## src/rtl/calc_pkg.sv

```systemverilog
// Shared calculator definitions.
// - state_e      : four-phase sequencer states. The divider FSM and later
//                  operation sequencers use the same states.
// - DEF_W        : default operand width.
// - calc_timeout : watchdog limit for a W-bit divide. The worst case is a
//                  2^W iteration divide plus a small margin.
package calc_pkg;

  typedef enum logic [1:0] {
    IDLE  = 2'd0,
    ISSUE = 2'd1,
    WAIT  = 2'd2,
    DONE  = 2'd3
  } state_e;

  localparam int unsigned DEF_W = 8;

  function automatic int unsigned calc_timeout(input int unsigned w);
    return (32'd1 << w) + 32'd4;
  endfunction

endpackage

```

## src/rtl/div_requester_if.sv

```systemverilog
// Handshake bundle around div_requester.
// - cmd_* : command from the front end (valid/ready, operands).
// - start/op_*/div_* : start/ready handshake with the divider core.
// - div_abort : watchdog pulse. The parent ORs it into the core reset.
// - res_* : held result toward the consumer, released by res_ack.
// modport master : the requester.
// modport slave  : the environment (front end, core and consumer).
interface div_requester_if #(
  parameter int unsigned W = 8
);
  logic         cmd_valid;
  logic         cmd_ready;
  logic [W-1:0] cmd_a;
  logic [W-1:0] cmd_b;

  logic         start;
  logic [W-1:0] op_a;
  logic [W-1:0] op_b;
  logic         div_ready;
  logic         div_error;
  logic [W-1:0] div_q;
  logic [W-1:0] div_r;
  logic         div_abort;

  logic         res_valid;
  logic         res_ack;
  logic [W-1:0] res_q;
  logic [W-1:0] res_r;
  logic         res_err;
  logic         res_timeout;

  modport master (
    input  cmd_valid, cmd_a, cmd_b,
    input  div_ready, div_error, div_q, div_r,
    input  res_ack,
    output cmd_ready, start, op_a, op_b, div_abort,
    output res_valid, res_q, res_r, res_err, res_timeout
  );

  modport slave (
    output cmd_valid, cmd_a, cmd_b,
    output div_ready, div_error, div_q, div_r,
    output res_ack,
    input  cmd_ready, start, op_a, op_b, div_abort,
    input  res_valid, res_q, res_r, res_err, res_timeout
  );

endinterface

```

## src/rtl/div_requester_timer.sv

```systemverilog
// cycle_timer: saturating up-counter with clear and enable.
// - clk, reset : clock and synchronous active-high reset.
// - clr        : force the count to zero. Takes priority over en.
// - en         : advance the count by one. The count sticks at all-ones.
// - hit        : count equals TERMINAL.
module cycle_timer #(
  parameter int unsigned WIDTH    = 4,
  parameter int unsigned TERMINAL = 15
) (
  input  logic clk,
  input  logic reset,
  input  logic clr,
  input  logic en,
  output logic hit
);

  localparam logic [WIDTH-1:0] TERM = WIDTH'(TERMINAL);
  localparam logic [WIDTH-1:0] SAT  = {WIDTH{1'b1}};

  logic [WIDTH-1:0] cnt_q, cnt_d;

  always_comb begin
    cnt_d = cnt_q;
    if (clr)
      cnt_d = '0;
    else if (en && cnt_q != SAT)
      cnt_d = cnt_q + WIDTH'(1);
  end

  always_ff @(posedge clk) begin
    if (reset) cnt_q <= '0;
    else       cnt_q <= cnt_d;
  end

  assign hit = (cnt_q == TERM);

endmodule

```

## src/rtl/div_requester.sv

```systemverilog
// div_requester: initiator side of the divider start/ready handshake.
// - clk, reset : clock and synchronous active-high reset. The core shares
//                this reset.
// - bus        : div_requester_if.master.
//                cmd_*     : command in.
//                start/op_*: drive the core.
//                div_*     : core result in.
//                div_abort : watchdog pulse out.
//                res_*     : held result, released by res_ack.
// Flow: IDLE accepts a command -> ISSUE pulses start -> WAIT for div_ready
// or the watchdog -> DONE holds the result until res_ack.
// cmd_ready and start decode the state. Every other output is a flop.
module div_requester
  import calc_pkg::*;
#(
  parameter int unsigned W       = DEF_W,
  parameter int unsigned TIMEOUT = calc_timeout(W)
) (
  input  logic            clk,
  input  logic            reset,
  div_requester_if.master bus
);

  localparam int unsigned TW = $clog2(TIMEOUT + 1);

  state_e       state_q, state_d;
  logic [W-1:0] op_a_q, op_a_d;
  logic [W-1:0] op_b_q, op_b_d;
  logic [W-1:0] res_q_q, res_q_d;
  logic [W-1:0] res_r_q, res_r_d;
  logic         res_err_q, res_err_d;
  logic         res_timeout_q, res_timeout_d;
  logic         res_valid_q, res_valid_d;
  logic         div_abort_q, div_abort_d;

  logic tmr_clr, tmr_en, tmr_hit;

  // The timer counts WAIT cycles from zero. It hits on the TIMEOUT-th WAIT
  // cycle (count TIMEOUT-1).
  cycle_timer #(
    .WIDTH    (TW),
    .TERMINAL (TIMEOUT - 1)
  ) u_timer (
    .clk   (clk),
    .reset (reset),
    .clr   (tmr_clr),
    .en    (tmr_en),
    .hit   (tmr_hit)
  );

  always_comb begin
    state_d       = state_q;
    op_a_d        = op_a_q;
    op_b_d        = op_b_q;
    res_q_d       = res_q_q;
    res_r_d       = res_r_q;
    res_err_d     = res_err_q;
    res_timeout_d = res_timeout_q;
    res_valid_d   = res_valid_q;
    div_abort_d   = 1'b0;
    tmr_clr       = 1'b0;
    tmr_en        = 1'b0;

    case (state_q)
      IDLE: begin
        if (bus.cmd_valid) begin
          op_a_d        = bus.cmd_a;
          op_b_d        = bus.cmd_b;
          res_err_d     = 1'b0;
          res_timeout_d = 1'b0;
          state_d       = ISSUE;
        end
      end

      ISSUE: begin
        // The core is idle here. A divide-by-zero can complete in this
        // same cycle.
        if (bus.div_ready) begin
          res_q_d     = bus.div_q;
          res_r_d     = bus.div_r;
          res_err_d   = bus.div_error;
          res_valid_d = 1'b1;
          state_d     = DONE;
        end else begin
          tmr_clr = 1'b1;
          state_d = WAIT;
        end
      end

      WAIT: begin
        tmr_en = 1'b1;
        // A completion in the watchdog's last cycle wins over the abort.
        if (bus.div_ready) begin
          res_q_d     = bus.div_q;
          res_r_d     = bus.div_r;
          res_err_d   = bus.div_error;
          res_valid_d = 1'b1;
          state_d     = DONE;
        end else if (tmr_hit) begin
          res_q_d       = '0;
          res_r_d       = '0;
          res_err_d     = 1'b0;
          res_timeout_d = 1'b1;
          div_abort_d   = 1'b1;
          res_valid_d   = 1'b1;
          state_d       = DONE;
        end
      end

      DONE: begin
        if (bus.res_ack) begin
          res_valid_d = 1'b0;
          state_d     = IDLE;
        end
      end

      default: state_d = IDLE;
    endcase
  end

  always_ff @(posedge clk) begin
    if (reset) begin
      state_q       <= IDLE;
      op_a_q        <= '0;
      op_b_q        <= '0;
      res_q_q       <= '0;
      res_r_q       <= '0;
      res_err_q     <= 1'b0;
      res_timeout_q <= 1'b0;
      res_valid_q   <= 1'b0;
      div_abort_q   <= 1'b0;
    end else begin
      state_q       <= state_d;
      op_a_q        <= op_a_d;
      op_b_q        <= op_b_d;
      res_q_q       <= res_q_d;
      res_r_q       <= res_r_d;
      res_err_q     <= res_err_d;
      res_timeout_q <= res_timeout_d;
      res_valid_q   <= res_valid_d;
      div_abort_q   <= div_abort_d;
    end
  end

  assign bus.cmd_ready   = (state_q == IDLE);
  assign bus.start       = (state_q == ISSUE);
  assign bus.op_a        = op_a_q;
  assign bus.op_b        = op_b_q;
  assign bus.div_abort   = div_abort_q;
  assign bus.res_valid   = res_valid_q;
  assign bus.res_q       = res_q_q;
  assign bus.res_r       = res_r_q;
  assign bus.res_err     = res_err_q;
  assign bus.res_timeout = res_timeout_q;

endmodule

```

## src/flat_wrapper.sv

```systemverilog
// flat-port wrapper written by rule: the top's interface ports become plain ports
module div_requester_flat import calc_pkg::*;
#(
  parameter int unsigned W       = DEF_W,
  parameter int unsigned TIMEOUT = calc_timeout(W)
)
  (clk, reset, bus_cmd_valid, bus_cmd_a, bus_cmd_b, bus_div_ready, bus_div_error, bus_div_q, bus_div_r, bus_res_ack, bus_cmd_ready, bus_start, bus_op_a, bus_op_b, bus_div_abort, bus_res_valid, bus_res_q, bus_res_r, bus_res_err, bus_res_timeout);
  div_requester_if #(.W(W)) bus_i ();
  input  logic clk;
  input  logic reset;
  input wire logic [$bits(bus_i.cmd_valid)-1:0] bus_cmd_valid;
  input wire logic [$bits(bus_i.cmd_a)-1:0] bus_cmd_a;
  input wire logic [$bits(bus_i.cmd_b)-1:0] bus_cmd_b;
  input wire logic [$bits(bus_i.div_ready)-1:0] bus_div_ready;
  input wire logic [$bits(bus_i.div_error)-1:0] bus_div_error;
  input wire logic [$bits(bus_i.div_q)-1:0] bus_div_q;
  input wire logic [$bits(bus_i.div_r)-1:0] bus_div_r;
  input wire logic [$bits(bus_i.res_ack)-1:0] bus_res_ack;
  output wire logic [$bits(bus_i.cmd_ready)-1:0] bus_cmd_ready;
  output wire logic [$bits(bus_i.start)-1:0] bus_start;
  output wire logic [$bits(bus_i.op_a)-1:0] bus_op_a;
  output wire logic [$bits(bus_i.op_b)-1:0] bus_op_b;
  output wire logic [$bits(bus_i.div_abort)-1:0] bus_div_abort;
  output wire logic [$bits(bus_i.res_valid)-1:0] bus_res_valid;
  output wire logic [$bits(bus_i.res_q)-1:0] bus_res_q;
  output wire logic [$bits(bus_i.res_r)-1:0] bus_res_r;
  output wire logic [$bits(bus_i.res_err)-1:0] bus_res_err;
  output wire logic [$bits(bus_i.res_timeout)-1:0] bus_res_timeout;
  assign bus_i.cmd_valid = bus_cmd_valid;
  assign bus_i.cmd_a = bus_cmd_a;
  assign bus_i.cmd_b = bus_cmd_b;
  assign bus_i.div_ready = bus_div_ready;
  assign bus_i.div_error = bus_div_error;
  assign bus_i.div_q = bus_div_q;
  assign bus_i.div_r = bus_div_r;
  assign bus_i.res_ack = bus_res_ack;
  assign bus_cmd_ready = bus_i.cmd_ready;
  assign bus_start = bus_i.start;
  assign bus_op_a = bus_i.op_a;
  assign bus_op_b = bus_i.op_b;
  assign bus_div_abort = bus_i.div_abort;
  assign bus_res_valid = bus_i.res_valid;
  assign bus_res_q = bus_i.res_q;
  assign bus_res_r = bus_i.res_r;
  assign bus_res_err = bus_i.res_err;
  assign bus_res_timeout = bus_i.res_timeout;
  div_requester #(.W(W), .TIMEOUT(TIMEOUT)) u_core (.clk(clk), .reset(reset), .bus(bus_i));
endmodule
```

## config.mk

```make
export PLATFORM = sky130hd
export DESIGN_NAME = div_requester_flat
export DESIGN_NICKNAME = d
export VERILOG_FILES = /design/src/rtl/calc_pkg.sv /design/src/rtl/div_requester_if.sv /design/src/rtl/div_requester_timer.sv /design/src/rtl/div_requester.sv /design/src/flat_wrapper.sv
export SDC_FILE = /design/constraint.sdc
export NUM_CORES = 1
export LEC_CHECK = 0
export BUFFER_PORTS_ARGS = -buffer_cell sky130_fd_sc_hd__buf_2
export CORE_MARGIN = 2
export CORE_UTILIZATION = 50
export CTS_BUF_LIST = sky130_fd_sc_hd__clkbuf_4
export CTS_CLUSTER_SIZE = 12
export DETAILED_ROUTE_END_ITERATION = 10
export MAX_ROUTING_LAYER = met4
export PLACE_DENSITY = 0.87
export SYNTH_ARGS = -nofsm -noshare
export SYNTH_HDL_FRONTEND = slang
export SYNTH_SLANG_ARGS = --single-unit
```

## constraint.sdc

```tcl
create_clock -name clk -period 4.75 [get_ports clk]
set_clock_uncertainty 0.2 [all_clocks]
set_input_delay 1.1875 -clock clk [delete_from_list [all_inputs] [get_ports clk]]
set_output_delay 1.1875 -clock clk [all_outputs]
set_load 0.005 [all_outputs]
```

* Word-level counts from Yosys, hierarchy flattened
Cells that the tools add are included.
Widths: inputs -> output; s select.
** Cells by class
- Add/sub/neg operators :: 1
- Equality and inequality tests :: 11
- Multiplexer cells :: 29
- Bitwise logic cells :: 1
- Reductions and logical operators :: 14
** Operators with widths (count)
- $mux 8 :: 5
- $pmux 8 s2 :: 2
- $mux 1 :: 14
- $reduce_and 4->1 :: 3
- $add 9x1->9 const B :: 1
- $eq 9x9->1 const B :: 1
- $ne 9x9->1 const B :: 1
- $mux 2 :: 4
- $ne 2x2->1 const B :: 4
- $pmux 2 s4 :: 1
- $pmux 1 s3 :: 2
- $reduce_and 3->1 :: 2
- $reduce_bool 3->1 :: 2
- $eq 2x2->1 const B :: 2
- $reduce_bool 2->1 :: 2
- $ne 3x2->1 const B :: 1
- $reduce_or 3->1 :: 1
- $eq 2x1->1 const B :: 1
- $logic_not 2->1 :: 1
- $ne 2x1->1 const B :: 1
- $pmux 1 s2 :: 1
- $reduce_and 2->1 :: 1
- $reduce_or 2->1 :: 1
- $logic_and 1x1->1 :: 1
- $not 1->1 :: 1
** Storage, ports and cells
- Flip-flop bits (word level) :: 47
- Output and inout bits :: 38
- Logic and storage cells :: 66

* Depth between registers and ports, before layout
- Depth after elaboration :: 4
- Depth in mapped cells :: 8
- Mapped depth without buffers :: 7

* Modules after synthesis
A second synthesis with hierarchy kept.
** Second synthesis, totals
- Cell total of the unflattened synthesis :: 235
- Area total of the unflattened synthesis :: 1979.4 µm²
** By module, submodules not included
- div_requester :: instances 1, cells each 186, area an instance 1534.0 µm², sequential area each 760.7 µm²
- cycle_timer :: instances 1, cells each 49, area an instance 445.4 µm², sequential area each 180.2 µm²

* Least setup slack after synthesis
No wires, ideal clock.
- Path kind :: input port to flip-flop
- Start point :: input bus_cmd_valid
- End point :: register u_core.res_err_q, in the netlist u_core.bus.res_err
- Arrival time :: 2.132 ns
- Path slack :: 2.349 ns
- Stages on the path :: 5
- Buffers on the path :: 1
- Cell sequence :: and2_1 buf_4 o21ai_0 or4_1 a21oi_1
** Between the ends
- Word-level cells in the longest chain between the ends :: 2
** RTL lines
- start: declaration :: RTL line flat_wrapper.sv:11 : input wire logic [$bits(bus_i.cmd_valid)-1:0] bus_cmd_valid;
- $ne 2x2->1 (no source line)
- $reduce_and 4->1 (no source line)
- end signal: assignment :: RTL line div_requester.sv:138 : res_err_q <= res_err_d;
- end: declaration :: RTL line div_requester.sv:31 : logic res_err_q, res_err_d;
Every way passes these cells.
A chain may end at the register's enable or synchronous reset.

* Final worst setup path
- Start point :: register u_core.state_q[0]
- End point :: output bus_cmd_ready
** Between the ends
- Word-level cells in the longest chain between the ends :: 1
** RTL lines
- start: declaration :: RTL line div_requester.sv:26 : state_e state_q, state_d;
- start signal: assignment :: RTL line div_requester.sv:133 : state_q <= state_d;
- $logic_not 2->1 :: RTL line div_requester.sv:145 : assign bus.cmd_ready = (state_q == IDLE);
- end: declaration :: RTL line flat_wrapper.sv:19 : output wire logic [$bits(bus_i.cmd_ready)-1:0] bus_cmd_ready;
Every way passes these cells.

==> run_results.csv <==
group,metric,value,unit
global_routing,grt_pass1_vias,1701,
floorplanning,num_rows,22,
synth,synth-edff-count,0,
floorplanning,core,3720,um2
setup_path,worst-path-buf-inv,2,
synth,synth_top_family_by_area,"simple AND/OR/NAND/NOR gates",
route,wirelength_met1,1.84,mm
power,p_per_area,485,nW/um2
place,dp.cells,344,
clocking,holdBufCountCts,0,
setup_path,critPathTopFamily,"flip-flops",
clocking,clk_pin_slew,0.13,ns
synth,synthCells,233,
route,wl_met3,233,um
sta,tightest_slew,1.14,ns
synth,yosysSeqAreaShare,48.2,%
sta,setup-violations-final,0,
clocking,clk-insertion-delay-late,0.36,ns
route,wl_per_cell,12.4,um
clocking,cts_max_level,2,
layout,nets,347,
setup_path,worstPathArrival,1.29,ns
sta,tns,0,ns
synth,synth_top_area_cell,"dfxtp_1",
layout,n_antenna_cell,0,
global_routing,grt_pass1_wl,6.98,mm
global_routing,grt_antenna_before_repair,0,
power,p_switching,396,uW
layout,final_cell_count_no_fill,352,
power,internal_power,787,uW
setup_path,worstPathRequired,3.36,ns
clocking,numCtsBuffers,5,
clocking,post_cts_resized,0,
sta,final_hold_viol_count,0,
synth,synth_xor_area_share,3.14,%
synth,syn-num-nets,277,
sta,fmaxAchievable,373,MHz
layout,fin_util,65.6,%
setup_path,crit_path_start_kind,"register",
setup_path,cp_cell_sequence,"inv_1 > ha_1 > buf_2",
power,power_frac_seq,42.6,%
route,first_pass_iters,4,
synth,synth_common_cells,"nand2_1, dfxtp_1, a21oi_1",
synth,synth-simple-area-share,22.5,%
route,drtAntennaViolNets,0,
place,gp_congestion,0.769,
power,clockPowerShare,25.1,%
sta,grt_setup_unrepaired,"false",
sta,fin_crit_sh,56.5,%
layout,layout-drive-gt1-share,28.9,%
synth,synth_compound_area_share,17.3,%
power,p_sw_share,33.5,%
clocking,cts_root_buffer,"clkbuf_4",
setup_path,path_max_fanout,7,
layout,syn_to_final_growth,25.0,%
power,vdd_drop_max,0.343,mV
floorplanning,io-pin-count,76,
sta,maxSlewViolCount,0,
synth,ys_types,31,
power,p_leak,0.00111,uW
route,drt_iter0_drc,84,
run_status,status,"finished clean",
sta,period_minus_slack,2.68,ns
setup_path,end_kind,"output pin",
clocking,cts_sinks,47,
setup_path,critPathMaxStageDelay,0.41,ns
sta,slew_headroom,23.6,%
synth,async_reset_ff_share,0,%
floorplanning,die_h,66.5,um
place,portBuffers,75,
setup_path,crit_type,"register to output pin",
floorplanning,initial_core_util,52.5,%
place,dp_hpwl,3.09,mm
synth,synth-seq-cells,47,
route,drc,0,
floorplanning,fp.dieArea,4420,um2
route,highest_layer,"met4",
synth,yosys.area.top_type_share,48.2,%
synth,synth_fa_ha_area_share,3.85,%
global_routing,grt_max_degree,39,
floorplanning,die_x,66.5,um
hold_path,hp-class,"register to register",
global_routing,grt_overflow_total,0,
power,combPwrFrac,32.3,%
synth,yosysWarnings,0,
clocking,clockBufferDepth,2,
synth,synth_most_common_cell,"nand2_1",
setup_path,crit_path_top_delay_cell,"dfxtp_1",
synth,synth_flop_cell,"dfxtp_1",
global_routing,grt_util_all_layers,21.1,%
synth,syn_avg_cell_area,8.37,um2
route,vias_per_cell,5.20,
synth,yosys-mux-area-fraction,1.03,%
route,wl_met2,2.20,mm
clocking,cts_tree,"yes",
clocking,cts_setup_buffers,0,
synth,syn_area,1950,um2
route,vias,1832,
synth,yosys-top-cells-area,"dfxtp_1, nand2_1, a21oi_1",
flow_run,max_cap_violations,0,
route,wirelength,4.37,mm
cell families after synthesis:
kind of cell,count (synthesis)
DFF,47
xor gates and xnor gates,7
buffers and inverters,18
muxes,2
adders and majority gates,6
AOI/OAI and AO/OA,63
and+or+nand+nor,90
worst register-to-register path, cell delays in order, from the launching register on:
cell	delay (ns)
dfxtp_1	0.41
inv_1	0.08
ha_1	0.28
nor2_1	0.75
nor2b_1	0.47
nand2_1	0.19
a21oi_1	0.08
cell usage in the layout (no fill, tap or decap), drive strengths merged:
master  Yosys  layout
nor4b       2       2
or4         3       3
nor3        2       2
mux2i       2       2
inv         6       6
o21ai      20      20
nor2       11      11
and4b       1       1
nand2b      2       2
and4        2       2
a211o       1       1
nor4        1       1
and2        1       1
bufinv      0       2
clkbuf      9       6
o311a       1       1
dfxtp      47      47
xnor2       1       1
nand4       2       2
nor2b       5       5
xor2        6       6
a31oi       1       1
nand3       2       2
buf         3      75
a31o        1       1
ha          6       6
o22a        1       1
nand2      56      56
a21oi      38      38
state kept, by name (all words and copies together) (netlist names):
| name | cells |
|---|---|
| u_core.bus.div_abort | 1 |
| u_core.bus.op_a | 8 |
| u_core.bus.op_b | 8 |
| u_core.bus.res_err | 1 |
| u_core.bus.res_q | 8 |
| u_core.bus.res_r | 8 |
| u_core.bus.res_timeout | 1 |
| u_core.bus.res_valid | 1 |
| u_core.state_q | 2 |
| u_core.u_timer.cnt_q | 9 |
per-layer routing:
layer  up-vias  track usage, %
met5         -               -
met4         0            10.2
met3        12            4.73
met2        52            36.5
met1       837            22.8
li1        931               -
area by class of cell:
class | instances | area, um2
clock buffers | 6 | 45.0
clock inverters | 2 | 60.1
fillers | 314 | 1280
inverters | 6 | 22.5
multi-input cells | 168 | 933
flip-flops and latches | 47 | 941
well taps | 48 | 60.1
repair buffers | 75 | 375
path summary, 6_finish.rpt:
path / depth (start not counted) / from / slack, ns / end
hold reg to reg: 2 / u_core.bus.op_a[3] / 0.26 / u_core.bus.op_a[3]
hold / removal: 2 / u_core.bus.op_a[3] / 0.26 / u_core.bus.op_a[3]
setup / recovery: 3 / u_core.state_q[0] / 2.07 / bus_cmd_ready
setup reg to reg: 6 / u_core.state_q[0] / 2.17 / u_core.bus.res_q[1]
power by group through the flow:
stage	clock network, uW	logic (uW)	registers [uW]
finish	297	382	505
global route	314	435	513
floorplan	0	247	517
CTS	299	384	504
detailed placement	0	382	512
global placement	0	374	511
metrics by stage:
step	setup WS [ns]	cell area, um2	hold WS [ns]	power, uW
after CTS	2.07	2440	0.264	1190
after global routing	1.90	2440	0.284	1260
after floorplan	2.35	1950	0.252	764
after detailed placement	1.76	2330	0.246	895
after global placement	1.83	2330	0.239	886
final	2.07	2440	0.264	1180
No activity file was read; power rests on OpenSTA's default activity.
